## src/rtl/sevseg_pkg.sv

```systemverilog
// Shared types and helpers for the seven-segment scan controller.
// Leading-zero blanking helper is used only when SEVSEG_LZB_EN is defined.
package sevseg_pkg;

    localparam int DIGIT_W    = 4;
    localparam int SEL_W      = 3;
    localparam int MAX_DIGITS = 8;

    typedef logic [DIGIT_W-1:0]            digit_t;
    typedef logic [SEL_W-1:0]              sel_t;
    typedef logic [DIGIT_W*MAX_DIGITS-1:0] hexword_t;

    // Digit i (i>0) is a leading zero when every nibble from i up to the top digit is zero.
    function automatic logic lzb_f(input hexword_t val, input sel_t i, input int nd);
        logic upper_nz;
        upper_nz = 1'b0;
        for (int b = 0; b < DIGIT_W*MAX_DIGITS; b++) begin
            if ((b >= DIGIT_W*int'(i)) && (b < DIGIT_W*nd)) begin
                upper_nz = upper_nz | val[b];
            end else begin
                upper_nz = upper_nz;
            end
        end
        lzb_f = (i != 3'd0) && !upper_nz;
    endfunction

endpackage

```

## src/rtl/scan_prescaler.sv

```systemverilog
// Slot prescaler: free-running counter 0..TICK_DIV-1, tick on the last count.
module scan_prescaler
    import sevseg_pkg::*;
#(
    parameter int unsigned TICK_DIV = 100_000
) (
    input  logic clk,
    input  logic rst,
    output logic tick
);

    localparam int CW = (TICK_DIV > 1) ? $clog2(TICK_DIV) : 1;
    localparam logic [CW-1:0] LAST_CNT = CW'(TICK_DIV - 1);

    logic [CW-1:0] presc_r;

    assign tick = (presc_r == LAST_CNT);

    // Counter wraps on tick so each slot is exactly TICK_DIV cycles long.
    always_ff @(posedge clk) begin
        if (rst) begin
            presc_r <= {CW{1'b0}};
        end else if (tick) begin
            presc_r <= {CW{1'b0}};
        end else begin
            presc_r <= presc_r + CW'(1'b1);
        end
    end

endmodule

```

## src/rtl/seven_seg_scan_ctrl.sv

```systemverilog
// Time-multiplexed 8-digit hex scan controller with frame-synchronous loading.
// Define SEVSEG_LZB_EN to enable leading-zero blanking.
module seven_seg_scan_ctrl
    import sevseg_pkg::*;
#(
    parameter int unsigned TICK_DIV   = 100_000,
    parameter int unsigned NUM_DIGITS = 8
) (
    input  logic                  clk,
    input  logic                  rst,
    input  logic [31:0]           load_data,
    input  logic                  load_valid,
    output logic                  load_ready,
    input  logic [MAX_DIGITS-1:0] digit_en,
    output logic [DIGIT_W-1:0]    num,
    output logic [SEL_W-1:0]      sel,
    output logic                  blank,
    output logic                  frame_done
);

    localparam sel_t LAST_IDX = sel_t'(NUM_DIGITS - 1);

    logic     tick_s;
    logic     frame_wrap_s;
    logic     load_xfer_s;
    logic     lzb_s;
    logic     blank_s;
    digit_t   digit_s;
    sel_t     idx_r;
    logic     pending_r;
    hexword_t pend_data_r;
    hexword_t active_r;
    digit_t   num_r;
    sel_t     sel_r;
    logic     blank_r;

    scan_prescaler #(
        .TICK_DIV (TICK_DIV)
    ) u_presc (
        .clk  (clk),
        .rst  (rst),
        .tick (tick_s)
    );

    // Handshake and frame-boundary decode; gated by rst so nothing leaks out during reset.
    always_comb begin
        frame_wrap_s = tick_s & (idx_r == LAST_IDX);
        load_xfer_s  = load_valid & ~pending_r & ~rst;
        load_ready   = ~pending_r & ~rst;
        frame_done   = frame_wrap_s & ~rst;
    end

    // Next-digit code and blanking for the slot currently indexed.
    always_comb begin
        digit_s = active_r[{idx_r, 2'b00} +: DIGIT_W];
`ifdef SEVSEG_LZB_EN
        lzb_s = lzb_f(active_r, idx_r, int'(NUM_DIGITS));
`else
        lzb_s = 1'b0;
`endif
        blank_s = ~digit_en[idx_r] | lzb_s;
    end

    // Digit index advances once per slot and wraps at the frame boundary.
    always_ff @(posedge clk) begin
        if (rst) begin
            idx_r <= 3'd0;
        end else if (tick_s) begin
            idx_r <= (idx_r == LAST_IDX) ? 3'd0 : idx_r + 3'd1;
        end else begin
            idx_r <= idx_r;
        end
    end

    // One-deep load buffer; the pending word becomes visible only at a frame boundary.
    always_ff @(posedge clk) begin
        if (rst) begin
            pending_r   <= 1'b0;
            pend_data_r <= 32'h0000_0000;
            active_r    <= 32'h0000_0000;
        end else if (frame_wrap_s && pending_r) begin
            pending_r   <= 1'b0;
            active_r    <= pend_data_r;
        end else if (load_xfer_s) begin
            pending_r   <= 1'b1;
            pend_data_r <= load_data;
        end else begin
            pending_r   <= pending_r;
        end
    end

    // Output registers trail idx/active by one cycle.
    always_ff @(posedge clk) begin
        if (rst) begin
            sel_r   <= 3'd0;
            num_r   <= 4'd0;
            blank_r <= 1'b0;
        end else begin
            sel_r   <= idx_r;
            num_r   <= digit_s;
            blank_r <= blank_s;
        end
    end

    assign sel   = sel_r;
    assign num   = num_r;
    assign blank = blank_r;

endmodule
```

## config.mk

```make
export PLATFORM = sky130hd
export DESIGN_NAME = seven_seg_scan_ctrl
export DESIGN_NICKNAME = d
export VERILOG_FILES = /design/src/rtl/sevseg_pkg.sv /design/src/rtl/scan_prescaler.sv /design/src/rtl/seven_seg_scan_ctrl.sv
export SDC_FILE = /design/constraint.sdc
export NUM_CORES = 1
export LEC_CHECK = 0
export CORE_ASPECT_RATIO = 1.1
export CORE_UTILIZATION = 49
export CTS_CLUSTER_DIAMETER = 100
export DETAILED_ROUTE_END_ITERATION = 10
export HOLD_SLACK_MARGIN = 0.12
export PLACE_DENSITY_LB_ADDON = 0.05
export SLEW_MARGIN = 10
export SYNTH_ARGS = -nofsm -noshare
export SYNTH_HDL_FRONTEND = slang
export SYNTH_SLANG_ARGS = --single-unit
```

## constraint.sdc

```tcl
create_clock -name clk -period 2.05 [get_ports clk]
set_input_delay 0.41 -clock clk [delete_from_list [all_inputs] [get_ports clk]]
set_output_delay 0.41 -clock clk [all_outputs]
set_load 0.03 [all_outputs]
```

==> results.yml, run 1 <==
status:
  status: "complete, but fails checks"
  violations: "negative setup slack"
sta:
  timing_hold_violations_final: 0
  timing.final.max_slew_violations: 0
  finalClockSkew_ns: 0.00699
  layout_min_cycle_time_ns: 2.14
  tightestPinTransition_ns: 0.607
  fmaxAchievable_mhz: 466
  grt_setup_unrepaired: "yes"
  worst_slew_margin_rel_pct: 59.5
  min_period_over_period_pct: 105
  final_setup_violating_endpoints: 1
  fin_setup_tns_ns: -0.0944
  final_hold_slack_ns: 0.453
  postLayoutSetupSlackWorst_ns: -0.0944
route:
  routed-via-count: 2813
  route.antenna.remaining_nets: 0
  detailedRoute.firstPassIterationCount: 4
  post_drt_via_cell_ratio: 5.06
  routed_wirelength_um: 7220
  wire_per_inst_um: 13.0
  drc: 0
  first_iter_violations: 85
place:
  placedInstanceArea_um2: 4510
  place_congestion: 0.930
  post-dp-hpwl_um: 4840
  portBuffers: 52
global_routing:
  grt.overflow.total: 0
  grt_pass1_vias: 2720
  wire_length_of_the_first_global_routing_pass_um: 12400
  largest_net_degree_at_the_start_of_global_routing: 80
  antenna_violations_before_repair: 0
  grt_util_all_layers_pct: 19.3
critical_path:
  worst_ep_arrival_time_ns: 1.73
  critical_path_class: "reg2out"
  worst_setup_path_start_kind: "flop"
  data_required_time_at_the_worst_endpoint_ns: 1.64
  endpoint_kind: "output pin"
  worst-path-max-fanout: 2
power:
  internal_power_mw: 2.58
  power.share.clock_pct: 36.5
  p_leak_nw: 1.82
  switchingPower_uw: 709
  switching_share_pct: 21.5
  vdd_drop_max_uv: 406
  seqPwrFrac_pct: 57.0
  power_per_cell_area_nw_per_um2: 690
  combinationalPowerShare_pct: 6.5
finish:
  fillerInstances: 656
  commonest_non_fill_non_tap_cell_in_the_layout: "dfxtp_1"
  design.final.nets: 492
  synth_to_final_area_change_pct: 22.8
  final-seq-area_um2: 1870
  antennaDiodeCount: 0
  post-route-util_pct: 63.1
  finalInstanceArea_um2: 4770
  layout_common_cells: "dfxtp_1, nand2b_1, clkdlybuf4s50_1"
  multi_input_comb_area_um2: 1900
  drive_gt1_share_pct: 12.0
synthesis:
  mappedNetlistNets: 439
  syn-cell-area_um2: 3880
  yosysUniqueCellTypes: 36
  yosysWarnings: 0
  syn_area_per_cell_um2: 9.88
  synth-seq-cells: 93
  synth.yosys.seq_area_share_pct: 48.0
  synthCells: 393
clocking:
  clk_root_buffer_cell: "clkbuf_8"
  cts-buffers-inserted: 9
  cts_tree: "done"
  insertion_delay_ns: 0.35
  clk_path_buf_depth: 2
  cts-htree-levels: 3
  cts.hold.buffers_added: 0
  cts.sink_count: 93
  clk_pin_slew_ns: 0.09
die:
  floorplan.initialDensity_pct: 51.4
  rows: 33
  horiz_die_dim_um: 86.9
  io-pin-count: 53
  chipHeight_um: 95.4
  fp.dieArea_um2: 8280
  core_area_um2: 7560
flow_run:
  maxCapViolCount: 0
worst_hold_path:
  worst_hold_check_path_type: "reg2reg"
synth_stat cells, drive strengths merged:
cell type	n	area share (%)
a211oi	1	0.19
nor2b	5	0.81
xor2	2	0.45
nand2	38	3.7
nand4b	1	0.23
inv	5	0.48
and4b	1	0.26
a311oi	1	0.23
xnor2	11	2.5
clkbuf	18	1.7
or2	1	0.16
or3	2	0.35
nor2	27	2.6
o21ai	33	4.3
a21oi	2	0.26
buf	7	1.4
or4	3	0.74
and2	1	0.16
nand4bb	1	0.29
nand3	8	1.4
nand2b	64	10
mux2i	39	10
mux4	10	5.8
nor4	5	1.2
ha	3	0.97
nand4	4	0.64
dfxtp	93	48
nor3	6	0.77
o31ai	1	0.19
cell families (layout without fill, tap and decap cells):
kind of cell	after synthesis	count (layout)	synth area share, %
xor gates and xnor gates	13	13	2.93
muxes	49	49	15.9
and+or+nand+nor	167	167	23.6
DFF	93	93	48.0
AOI/OAI and AO/OA	38	38	5.12
adders and majority gates	3	3	0.967
buffers and inverters	30	88	3.61
worst max-delay path, cell delays in order (launching register included):
cell,delay [ns]
dfxtp_2,0.33
or4_4,0.55
nor3_4,0.13
and4b_1,0.24
buf_6,0.14
through the flow:
step | cells | total power, mW | setup slack, ns
after floorplan | 393 | 2.02 | 0.0722
after global placement | 536 | 2.13 | 0.144
after detailed placement | 536 | 2.13 | 0.116
after CTS | 555 | 3.34 | -0.121
after global routing | 556 | 3.43 | -0.154
final | 556 | 3.29 | -0.0944
area by class of cell:
class	count	share of cell area (%)
Clock buffer	13	3.12
Clock inverter	3	0.944
Inverter	5	0.393
Multi-Input combinational cell	270	39.9
Sequential cell	93	39.1
Tap cell	105	2.75
Timing Repair Buffer	67	13.8
routing by layer:
layer | vias up | global-route usage (%) | part of all wire (%)
met4 | 0 | 7.08 | 1.6
met5 | - | 0 | 0
met3 | 11 | 3.81 | 3.6
met2 | 50 | 33.3 | 48
met1 | 1318 | 23.9 | 47
li1 | 1434 | - | -
power groups by stage:
stage	registers [mW]	logic [mW]	clock network (mW)
final	1.88	0.213	1.20
after global routing	1.88	0.239	1.31
after CTS	1.87	0.217	1.25
after detailed placement	1.92	0.215	0
after global placement	1.92	0.213	0
after floorplan	1.91	0.110	0
worst paths after layout:
check | from | endpoint | slack, ns | cells past startpoint
max | u_presc.presc_r[8]$_SDFF_PP0_ | frame_done | -0.09 | 4
min | u_presc.presc_r[0]$_SDFF_PP0_ | u_presc.presc_r[0]$_SDFF_PP0_ | 0.45 | 1
max reg2reg | u_presc.presc_r[11]$_SDFF_PP0_ | u_presc.presc_r[15]$_SDFF_PP0_ | 0.07 | 5
min reg2reg | u_presc.presc_r[0]$_SDFF_PP0_ | u_presc.presc_r[0]$_SDFF_PP0_ | 0.45 | 1
repair_timing:
action                     in CTS  in global routing
gates resized for setup         7                  2
buffers inserted                3                  1
pin swaps                       2                  1
cloned                          0                  0
setup endpoints to repair       1                 14
state kept, by name, indices dropped and copies added, names as in the netlist:
signal	cells
pending_r	1
num	4
idx_r	3
blank	1
u_presc.presc_r	17
pend_data_r	32
active_r	32
sel	3
Note: power is estimated with default switching activity, not from simulation.
==> run 2: changes to the inputs <==
--- a/config.mk
+++ b/config.mk
@@ -11,7 +11,6 @@
 export DETAILED_ROUTE_END_ITERATION = 10
 export HOLD_SLACK_MARGIN = 0.12
 export PLACE_DENSITY_LB_ADDON = 0.05
-export SLEW_MARGIN = 10
 export SYNTH_ARGS = -nofsm -noshare
 export SYNTH_HDL_FRONTEND = slang
 export SYNTH_SLANG_ARGS = --single-unit
==> results of run 2 <==
Final layout, timing and power as in run 1 (identical DEF).
